## config.mk

```make
export PLATFORM = sky130hd
export DESIGN_NAME = multicycle_controller
export DESIGN_NICKNAME = d
export VERILOG_FILES = /design/src/rtl/multicycle_pkg.sv /design/src/rtl/instr_classifier.sv /design/src/rtl/multicycle_controller.sv
export SDC_FILE = /design/constraint.sdc
export NUM_CORES = 1
export LEC_CHECK = 0
export CAP_MARGIN = 0
export CORE_UTILIZATION = 35
export DETAILED_ROUTE_END_ITERATION = 10
export GPL_ROUTABILITY_DRIVEN = 0
export SLEW_MARGIN = 20
export SYNTH_ARGS = -nofsm -noshare
export SYNTH_HDL_FRONTEND = slang
export SYNTH_SLANG_ARGS = --single-unit
export TNS_END_PERCENT = 1
```

## constraint.sdc

```tcl
create_clock -name clock -period 4.6 [get_ports clock]
set_input_delay 1.38 -clock clock [delete_from_list [all_inputs] [get_ports clock]]
set_output_delay 1.38 -clock clock [all_outputs]
set_load 0.005 [all_outputs]
```

## src/rtl/multicycle_pkg.sv

```systemverilog
// Shared types and constants for the LEGv8 multicycle control FSM.
package multicycle_pkg;

  localparam int unsigned OPCODE_W = 11;
  localparam int unsigned STATE_W  = 3;
  localparam int unsigned WAIT_W   = 8;
  localparam int unsigned ALUOP_W  = 2;

  typedef enum logic [STATE_W-1:0] {
    S_IDLE   = 3'd0,
    S_FETCH  = 3'd1,
    S_DECODE = 3'd2,
    S_EXEC   = 3'd3,
    S_MEM    = 3'd4,
    S_WB     = 3'd5,
    S_BRANCH = 3'd6,
    S_HALT   = 3'd7
  } state_e;

  typedef enum logic [2:0] {
    CLS_RTYPE   = 3'd0,
    CLS_LOAD    = 3'd1,
    CLS_STORE   = 3'd2,
    CLS_CBZ     = 3'd3,
    CLS_HALT    = 3'd4,
    CLS_ILLEGAL = 3'd5
  } instr_class_e;

  localparam logic [OPCODE_W-1:0] OP_ADD  = 11'h458;
  localparam logic [OPCODE_W-1:0] OP_SUB  = 11'h658;
  localparam logic [OPCODE_W-1:0] OP_AND  = 11'h450;
  localparam logic [OPCODE_W-1:0] OP_ORR  = 11'h550;
  localparam logic [OPCODE_W-1:0] OP_LDUR = 11'h7C2;
  localparam logic [OPCODE_W-1:0] OP_STUR = 11'h7C0;
  localparam logic [OPCODE_W-1:0] OP_HALT = 11'h7FF;
  localparam logic [7:0]          OP_CBZ_PREFIX = 8'hB4;

  localparam logic [ALUOP_W-1:0] ALUOP_ADD   = 2'b00;
  localparam logic [ALUOP_W-1:0] ALUOP_PASS  = 2'b01;
  localparam logic [ALUOP_W-1:0] ALUOP_RTYPE = 2'b10;

  // Datapath strobe bundle driven by the controller each cycle.
  typedef struct packed {
    logic               imem_req;
    logic               ir_write;
    logic               pc_write;
    logic               pc_src;
    logic               reg2loc;
    logic               alusrc;
    logic [ALUOP_W-1:0] aluop;
    logic               dmem_read;
    logic               dmem_write;
    logic               memtoreg;
    logic               regwrite;
  } ctrl_t;

  function automatic logic is_cbz(input logic [OPCODE_W-1:0] op);
    return op[OPCODE_W-1:3] == OP_CBZ_PREFIX;
  endfunction

endpackage

```

## src/rtl/instr_classifier.sv

```systemverilog
// Combinational opcode decoder: maps instruction[31:21] to an instruction class.
module instr_classifier
  import multicycle_pkg::*;
(
  input  logic [OPCODE_W-1:0] opcode,
  output instr_class_e        instr_class
);

  always_comb begin
    instr_class = CLS_ILLEGAL;
    if (is_cbz(opcode)) begin
      instr_class = CLS_CBZ;
    end else begin
      unique case (opcode)
        OP_ADD, OP_SUB, OP_AND, OP_ORR: instr_class = CLS_RTYPE;
        OP_LDUR:                        instr_class = CLS_LOAD;
        OP_STUR:                        instr_class = CLS_STORE;
        OP_HALT:                        instr_class = CLS_HALT;
        default:                        instr_class = CLS_ILLEGAL;
      endcase
    end
  end

endmodule

```

## src/rtl/multicycle_controller.sv

```systemverilog
// Multicycle LEGv8 control FSM: sequences fetch/decode/execute/memory/writeback
// with variable-latency memory handshakes, stall timeout and sticky status.
module multicycle_controller
  import multicycle_pkg::*;
#(
  parameter int unsigned STALL_LIMIT = 15,
  parameter int unsigned CNT_W       = 32
) (
  input  logic                clock,
  input  logic                reset,
  input  logic                start,
  input  logic [OPCODE_W-1:0] opcode,
  input  logic                zero,
  input  logic                imem_ready,
  input  logic                dmem_ready,
  output logic                imem_req,
  output logic                ir_write,
  output logic                pc_write,
  output logic                pc_src,
  output logic                reg2loc,
  output logic                alusrc,
  output logic [ALUOP_W-1:0]  aluop,
  output logic                dmem_read,
  output logic                dmem_write,
  output logic                memtoreg,
  output logic                regwrite,
  output logic [STATE_W-1:0]  state,
  output logic                halted,
  output logic                illegal,
  output logic                timeout,
  output logic [CNT_W-1:0]    instr_count
);

  // Wait-counter value at which a still-unanswered request gives up.
  localparam logic [WAIT_W-1:0] WAIT_LAST = WAIT_W'(STALL_LIMIT - 1);

  state_e           state_q, state_d;
  instr_class_e     cls_q, cls_d, dec_class;
  logic [WAIT_W-1:0] wait_q, wait_d;
  logic [CNT_W-1:0] count_q;
  logic             halted_q, illegal_q, timeout_q;
  logic             retire, set_illegal, set_timeout;
  ctrl_t            ctrl;

  instr_classifier u_classifier (
    .opcode      (opcode),
    .instr_class (dec_class)
  );

  always_ff @(posedge clock or negedge reset) begin
    if (!reset) begin
      state_q <= S_IDLE;
    end else begin
      state_q <= state_d;
    end
  end

  // Next state and state-decoded strobes; ready/zero gate the completion strobes.
  always_comb begin
    state_d     = state_q;
    cls_d       = cls_q;
    wait_d      = wait_q;
    ctrl        = '0;
    retire      = 1'b0;
    set_illegal = 1'b0;
    set_timeout = 1'b0;

    unique case (state_q)
      S_IDLE: begin
        if (start) state_d = S_FETCH;
      end
      S_FETCH: begin
        ctrl.imem_req = 1'b1;
        if (imem_ready) begin
          ctrl.ir_write = 1'b1;
          ctrl.pc_write = 1'b1;
          state_d       = S_DECODE;
        end else if (wait_q == WAIT_LAST) begin
          set_timeout = 1'b1;
          state_d     = S_HALT;
        end else begin
          wait_d = wait_q + WAIT_W'(1);
        end
      end
      S_DECODE: begin
        cls_d = dec_class;
        unique case (dec_class)
          CLS_RTYPE, CLS_LOAD, CLS_STORE: state_d = S_EXEC;
          CLS_CBZ:                        state_d = S_BRANCH;
          CLS_HALT:                       state_d = S_HALT;
          default: begin
            set_illegal = 1'b1;
            state_d     = S_HALT;
          end
        endcase
      end
      S_EXEC: begin
        if (cls_q == CLS_RTYPE) begin
          ctrl.aluop = ALUOP_RTYPE;
          state_d    = S_WB;
        end else begin
          ctrl.alusrc = 1'b1;
          ctrl.aluop  = ALUOP_ADD;
          state_d     = S_MEM;
        end
      end
      S_MEM: begin
        // Address path held steady for the whole wait.
        ctrl.alusrc = 1'b1;
        ctrl.aluop  = ALUOP_ADD;
        if (cls_q == CLS_STORE) begin
          ctrl.reg2loc    = 1'b1;
          ctrl.dmem_write = 1'b1;
        end else begin
          ctrl.dmem_read = 1'b1;
        end
        if (dmem_ready) begin
          if (cls_q == CLS_STORE) retire = 1'b1;
          else                    state_d = S_WB;
        end else if (wait_q == WAIT_LAST) begin
          set_timeout = 1'b1;
          state_d     = S_HALT;
        end else begin
          wait_d = wait_q + WAIT_W'(1);
        end
      end
      S_WB: begin
        ctrl.regwrite = 1'b1;
        ctrl.memtoreg = (cls_q == CLS_LOAD);
        retire        = 1'b1;
      end
      S_BRANCH: begin
        ctrl.reg2loc  = 1'b1;
        ctrl.aluop    = ALUOP_PASS;
        ctrl.pc_src   = 1'b1;
        ctrl.pc_write = zero;
        retire        = 1'b1;
      end
      S_HALT: begin
        state_d = S_HALT;
      end
      default: begin
        state_d = S_IDLE;
      end
    endcase

    if (retire) state_d = start ? S_FETCH : S_IDLE;
    if (state_d != state_q) wait_d = '0;
  end

  // Latched class, stall counter, sticky status and retire counter.
  always_ff @(posedge clock or negedge reset) begin
    if (!reset) begin
      cls_q     <= CLS_RTYPE;
      wait_q    <= '0;
      halted_q  <= 1'b0;
      illegal_q <= 1'b0;
      timeout_q <= 1'b0;
      count_q   <= '0;
    end else begin
      cls_q     <= cls_d;
      wait_q    <= wait_d;
      halted_q  <= halted_q | (state_d == S_HALT);
      illegal_q <= illegal_q | set_illegal;
      timeout_q <= timeout_q | set_timeout;
      if (retire) count_q <= count_q + CNT_W'(1);
    end
  end

  assign imem_req    = ctrl.imem_req;
  assign ir_write    = ctrl.ir_write;
  assign pc_write    = ctrl.pc_write;
  assign pc_src      = ctrl.pc_src;
  assign reg2loc     = ctrl.reg2loc;
  assign alusrc      = ctrl.alusrc;
  assign aluop       = ctrl.aluop;
  assign dmem_read   = ctrl.dmem_read;
  assign dmem_write  = ctrl.dmem_write;
  assign memtoreg    = ctrl.memtoreg;
  assign regwrite    = ctrl.regwrite;
  assign state       = STATE_W'(state_q);
  assign halted      = halted_q;
  assign illegal     = illegal_q;
  assign timeout     = timeout_q;
  assign instr_count = count_q;

endmodule

```

==> flow_metrics.tcl, run 1 <==
set metrics [dict create \
    critical_path.most_common_cell "clkdlybuf4s50_1" \
    drt-total-wl_um 6340 \
    hold_buffers 0 \
    h-tree-depth 2 \
    antenna_left 0 \
    drive_gt1_frac 0.0811 \
    synth-async-reset-ratio 1.00 \
    max_cap_violations 0 \
    vias 2256 \
    firstDrtPassIters 4 \
    portBuffers 66 \
    slew_viol_final 0 \
    layout_setup_ws_ns 0.595 \
    synth_edf_count 0 \
    fmax_mhz 250 \
    cp_max_fo 4 \
    r2r-end "wait_q[3]" \
    holdPathStages 1 \
    fin_cells 432 \
    tritoncts "done" \
    setup_tns_ns 0 \
    grt_max_degree 36 \
    num_antenna_cells 0 \
    grt_pass1_wl_um 10800 \
    reg2reg_slack_ns 2.09 \
    reg2reg_from "wait_q[0]" \
    clkTransAtPathRegs_ns 0.09 \
    final_cell_mix "clkdlybuf4s50_1, dfrtp_1, xnor2_1" \
    num_io_pins 67 \
    cts_sinks 49 \
    antenna_found_initial 0 \
    syn_nets 283 \
    synth_ff_type "dfrtp_1" \
    hold_class "flip-flop to flip-flop" \
    startpoint "imem_ready" \
    crit_chain "clkdlybuf4s50_1 > and2_1 > a21o_1 > clkdlybuf4s50_1" \
    fp.dieArea_mm2 0.00810 \
    postSynthAreaPerCell_um2 10.3 \
    ys_types 57 \
    yosys.area.top_type_share 0.452 \
    grt_pass1_vias 2162 \
    start_kind "input port" \
    fin_area_mm2 0.00359 \
    status "complete, no violations" \
    hold_violations 0 \
    synth.largest_area_cell "dfrtp_1" \
    initial_core_util 0.368 \
    die_x_um 90.0 \
    p_leak_nw 1.46 \
    core_area_mm2 0.00737 \
    setup_viol 0 \
    hpwl_um 4800 \
    required_ns 3.22 \
    slowest_stage "clkdlybuf4s50_1" \
    cp-end-kind "output pin" \
    cp_top_family "buffers and inverters" \
    worstHoldStart "timeout" \
    cts_setup_buffers 0 \
    clock_tree.root_cell "clkbuf_8" \
    power_density_mw_per_mm2 388 \
    numCtsBuffers 5 \
    rsz0062_at_grt "false" \
    ys_top_cells_by_area "dfrtp_1, xnor2_1, xor2_1" \
    period_needed_ns 4.01 \
    die_h_um 90.0 \
    yosys_register_bits 49 \
    cp.buffers_inverters 2 \
    drtIter0Drc 126 \
    insertion_delay_ns 0.29 \
    clock-skew-final_ns 0.00589 \
    fin_nets 352 \
    ir_worst_vdd_mv 0.201 \
    crit_type "input port to output pin" \
    period_share 0.871 \
    arrival_ns 2.63 \
    grt_util_all_layers 0.161 \
    clk_path_buf_depth 2 \
    grt_overflow 0 \
    ys_seq_area_frac 0.452 \
    cts_resized 0 \
    dp.cells 424 \
    vias_per_cell 5.22 \
    reg2reg_depth 7 \
    mostFrequentLayoutCell "clkdlybuf4s50_1" \
    wire_per_inst_um 14.7 \
    drc 0 \
    num_rows 31 \
    hold_path_end "timeout" \
    dp_slack_ns 0.582 \
    placed_cell_area_mm2 0.00347 \
    relSlewSlack 0.490 \
    yosysWarningCount 0 \
    worst_slew_pin_slew_ns 0.760 \
    synth_area_mm2 0.00271 \
    area_delta_synth_final_pct 32.4 \
    syn_inst 263 \
    max_stage_delay_ns 0.51 \
]
==> state kept, by name, indices dropped and copies added (netlist names) <==
signal / flops
instr_count: 32
wait_q: 8
cls_q: 3
state: 3
halted: 1
illegal: 1
timeout: 1
==> synthesized netlist by cell type, drive strengths merged, types with 5 or more instances <==
cell    number
xor2        14
nand2b       7
o21ai        5
nor3        11
xnor2       22
nand3       16
and2         5
nor2        20
nand4       18
dfrtp       49
and3        10
a211oi       5
nand2       18
==> metrics by stage <==
step	total power, mW	hold slack, ns	utilization
3_3_place_gp	1.09	0.444	0.471
3_5_place_dp	1.09	0.447	0.471
5_1_grt	1.48	0.481	0.487
2_1_floorplan	0.867	0.451	-
4_1_cts	1.41	0.471	0.487
6_report	1.39	0.464	0.487
==> cell families after synthesis <==
logic type	after synthesis	share of synthesized area
buffers and inverters	9	0.0148
XOR/XNOR	36	0.119
AO/OA/AOI/OAI	35	0.109
adder cells (fa/ha/maj)	3	0.0139
AND/OR/NAND/NOR	131	0.291
flip-flops	49	0.452
==> area by class of cell <==
type                       instances  area [um^2]
fill                             746         3780
multi-input combinational        205         1440
sequential                        49         1230
timing repair buffer              67          663
tap                               99          124
clock buffer                       7         86.3
clock inverter                     1         30.0
inverter                           4         15.0
==> per-layer routing <==
metal / vias to the layer above / routed length (um) / GRT usage
li1: 1106 / - / -
met1: 1112 / 3150 / 0.229
met2: 36 / 2960 / 0.258
met3: 2 / 208 / 0.0305
met4: 0 / 27 / 0.0242
met5: - / 0 / 0
==> power by group <==
part	total (mW)	switching (mW)	leakage [nW]	internal (mW)
Combinational	0.502	0.250	0.747	0.252
Clock	0.315	0.138	0.0585	0.177
Sequential	0.576	0.0990	0.653	0.477
==> how the worst max path moves through the flow <==
stage / to / slack, ns / depth (start not counted)
2_1_floorplan: pc_write / 1.54 / 2
3_3_place_gp: pc_write / 0.63 / 4
3_5_place_dp: pc_write / 0.58 / 4
4_1_cts: pc_write / 0.58 / 4
5_1_grt: pc_write / 0.55 / 4
6_report: pc_write / 0.59 / 4
No activity file was read; power rests on OpenSTA's default activity.
==> run 2, diff against run 1 <==
--- a/config.mk
+++ b/config.mk
@@ -12,5 +12,6 @@
 export SLEW_MARGIN = 20
 export SYNTH_ARGS = -nofsm -noshare
 export SYNTH_HDL_FRONTEND = slang
+export SYNTH_HIERARCHICAL = 1
 export SYNTH_SLANG_ARGS = --single-unit
 export TNS_END_PERCENT = 1
==> flow_metrics.tcl, run 2 <==
set metrics [dict create \
    initial_core_util 0.370 \
    die_h_um 90.4 \
    hold_path_end "illegal" \
    synth_ff_type "dfrtp_1" \
    grt_pass1_vias 2085 \
    insertion_delay_ns 0.30 \
    reg2reg_slack_ns 2.06 \
    postSynthAreaPerCell_um2 10.3 \
    pwr-share-seq 0.435 \
    crit_chain "clkdlybuf4s50_1 > and2_1 > a21o_1 > clkdlybuf4s50_1" \
    yosys.area.top_type_share 0.448 \
    portBuffers 66 \
    reg2reg_from "state[0]" \
    critical_path.most_common_cell "clkdlybuf4s50_1" \
    max_cap_violations 0 \
    die_x_um 90.4 \
    cts_resized 0 \
    holdPathStages 1 \
    period_needed_ns 4.01 \
    clkTransAtPathRegs_ns 0.09 \
    ys_top_cells_by_area "dfrtp_1, xnor2_1, xor2_1" \
    arrival_ns 2.63 \
    slowest_stage "clkdlybuf4s50_1" \
    cts_sinks 49 \
    synth-async-reset-ratio 1.00 \
    grt_util_all_layers 0.148 \
    grt_pass1_wl_um 9870 \
    yosys_register_bits 49 \
    period_share 0.871 \
    power.switching_mw 0.475 \
    crit_type "input port to output pin" \
    vias 2210 \
    slew_viol_final 0 \
    wire_per_inst_um 13.6 \
    hold_violations 0 \
    largest_reg_flops 32 \
    yosys-top-cells-count "dfrtp_1, xnor2_1, nor2_1" \
    final_cell_mix "clkdlybuf4s50_1, dfrtp_1, xnor2_1" \
    power_density_mw_per_mm2 370 \
    clock-skew-final_ns 0.00572 \
    synth.largest_area_cell "dfrtp_1" \
    status "complete, no violations" \
    rsz0062_at_grt "false" \
    worst_slew_pin_slew_ns 0.733 \
    syn_inst 267 \
    fp.dieArea_mm2 0.00818 \
    num_antenna_cells 0 \
    tritoncts "done" \
    drtIter0Drc 103 \
    grt_max_degree 35 \
    synth_most_common_cell "dfrtp_1" \
    setup_tns_ns 0 \
    ys_seq_area_frac 0.448 \
    clock_tree.root_cell "clkbuf_8" \
    p_leak_nw 1.47 \
    p_sw_frac 0.359 \
    cp_max_fo 3 \
    drt-total-wl_um 5910 \
    grt_overflow 0 \
    required_ns 3.22 \
    num_rows 31 \
    numCtsBuffers 5 \
    fin_nets 355 \
    max_stage_delay_ns 0.51 \
    fmax_mhz 250 \
    drive_gt1_frac 0.113 \
    antenna_found_initial 0 \
    synth_area_mm2 0.00274 \
    antenna_left 0 \
    yosysWarningCount 6 \
    total_power_mw 1.33 \
    syn_nets 287 \
    cts_setup_buffers 0 \
    ir_worst_vdd_mv 0.203 \
    cp-end-kind "output pin" \
    num_io_pins 67 \
    worstHoldStart "illegal" \
    firstDrtPassIters 4 \
    vias_per_cell 5.08 \
    p_int_mw 0.850 \
    area_delta_synth_final_pct 30.8 \
    combPwrFrac 0.375 \
    start_kind "input port" \
    r2r-end "wait_q[1]" \
    ys_types 53 \
    hpwl_um 4390 \
    core_area_mm2 0.00741 \
    reg2reg_depth 4 \
    hold_buffers 0 \
    mostFrequentLayoutCell "clkdlybuf4s50_1" \
    setup_viol 0 \
    relSlewSlack 0.510 \
    hold_class "flip-flop to flip-flop" \
    clkPwrFrac 0.190 \
    synth_edf_count 0 \
    drc 0 \
    h-tree-depth 2 \
    clk_path_buf_depth 2 \
]
## run 2: worst max-delay path by stage
stage	startpoint	depth (start not counted)	end
floorplan	opcode[1]	7	wait_q[2]
global placement	opcode[0]	9	wait_q[1]
detailed placement	opcode[0]	9	wait_q[1]
CTS	imem_ready	4	pc_write
global route	imem_ready	4	pc_write
finish	imem_ready	4	pc_write
## run 2: routing by layer
layer  GRT usage  vias to the layer above  wire [um]
li1            -                     1104          -
met1       0.209                     1066       3020
met2       0.230                       35       2640
met3      0.0320                        5        204
met4      0.0349                        0         49
met5           0                        -          0
## run 2: metrics by stage
stage,instance area [um^2],util,instances,setup WS (ns),hold slack (ns)
3_5_place_dp,3490,0.472,427,0.502,0.455
3_3_place_gp,3490,0.472,427,0.602,0.450
2_1_floorplan,2740,-,267,1.26,0.451
5_1_grt,3580,0.483,435,0.535,0.511
6_report,3580,0.483,435,0.593,0.470
4_1_cts,3580,0.483,435,0.575,0.481
## run 2: kinds of logic after synthesis
kind of cell | Yosys count | share of synthesized area
simple gates | 126 | 0.288
flops | 49 | 0.448
xor+xnor | 36 | 0.115
compound gates | 29 | 0.0768
buf+inv | 16 | 0.0265
mux | 8 | 0.0320
fa+ha+maj | 3 | 0.0137
## run 2: power by group through the flow
stage	clock network [mW]	logic (mW)	registers, mW
finish	0.252	0.497	0.577
global route	0.278	0.547	0.593
CTS	0.259	0.504	0.578
detailed placement	0	0.501	0.585
global placement	0	0.498	0.586
floorplan	0	0.314	0.546
## run 2: worst max-delay path, delay by kind of cell
kind	cells	cell delay [ns]
AO/OA/AOI/OAI	1	0.09
buffers and inverters	2	1.00
AND/OR/NAND/NOR	1	0.16
## run 2: cell type report
class	instances	area (um^2)
fill	707	3830
multi-input combinational	202	1440
sequential	49	1230
timing repair buffer	68	671
tap	99	124
clock buffer	6	72.6
inverter	9	33.8
clock inverter	2	15.0
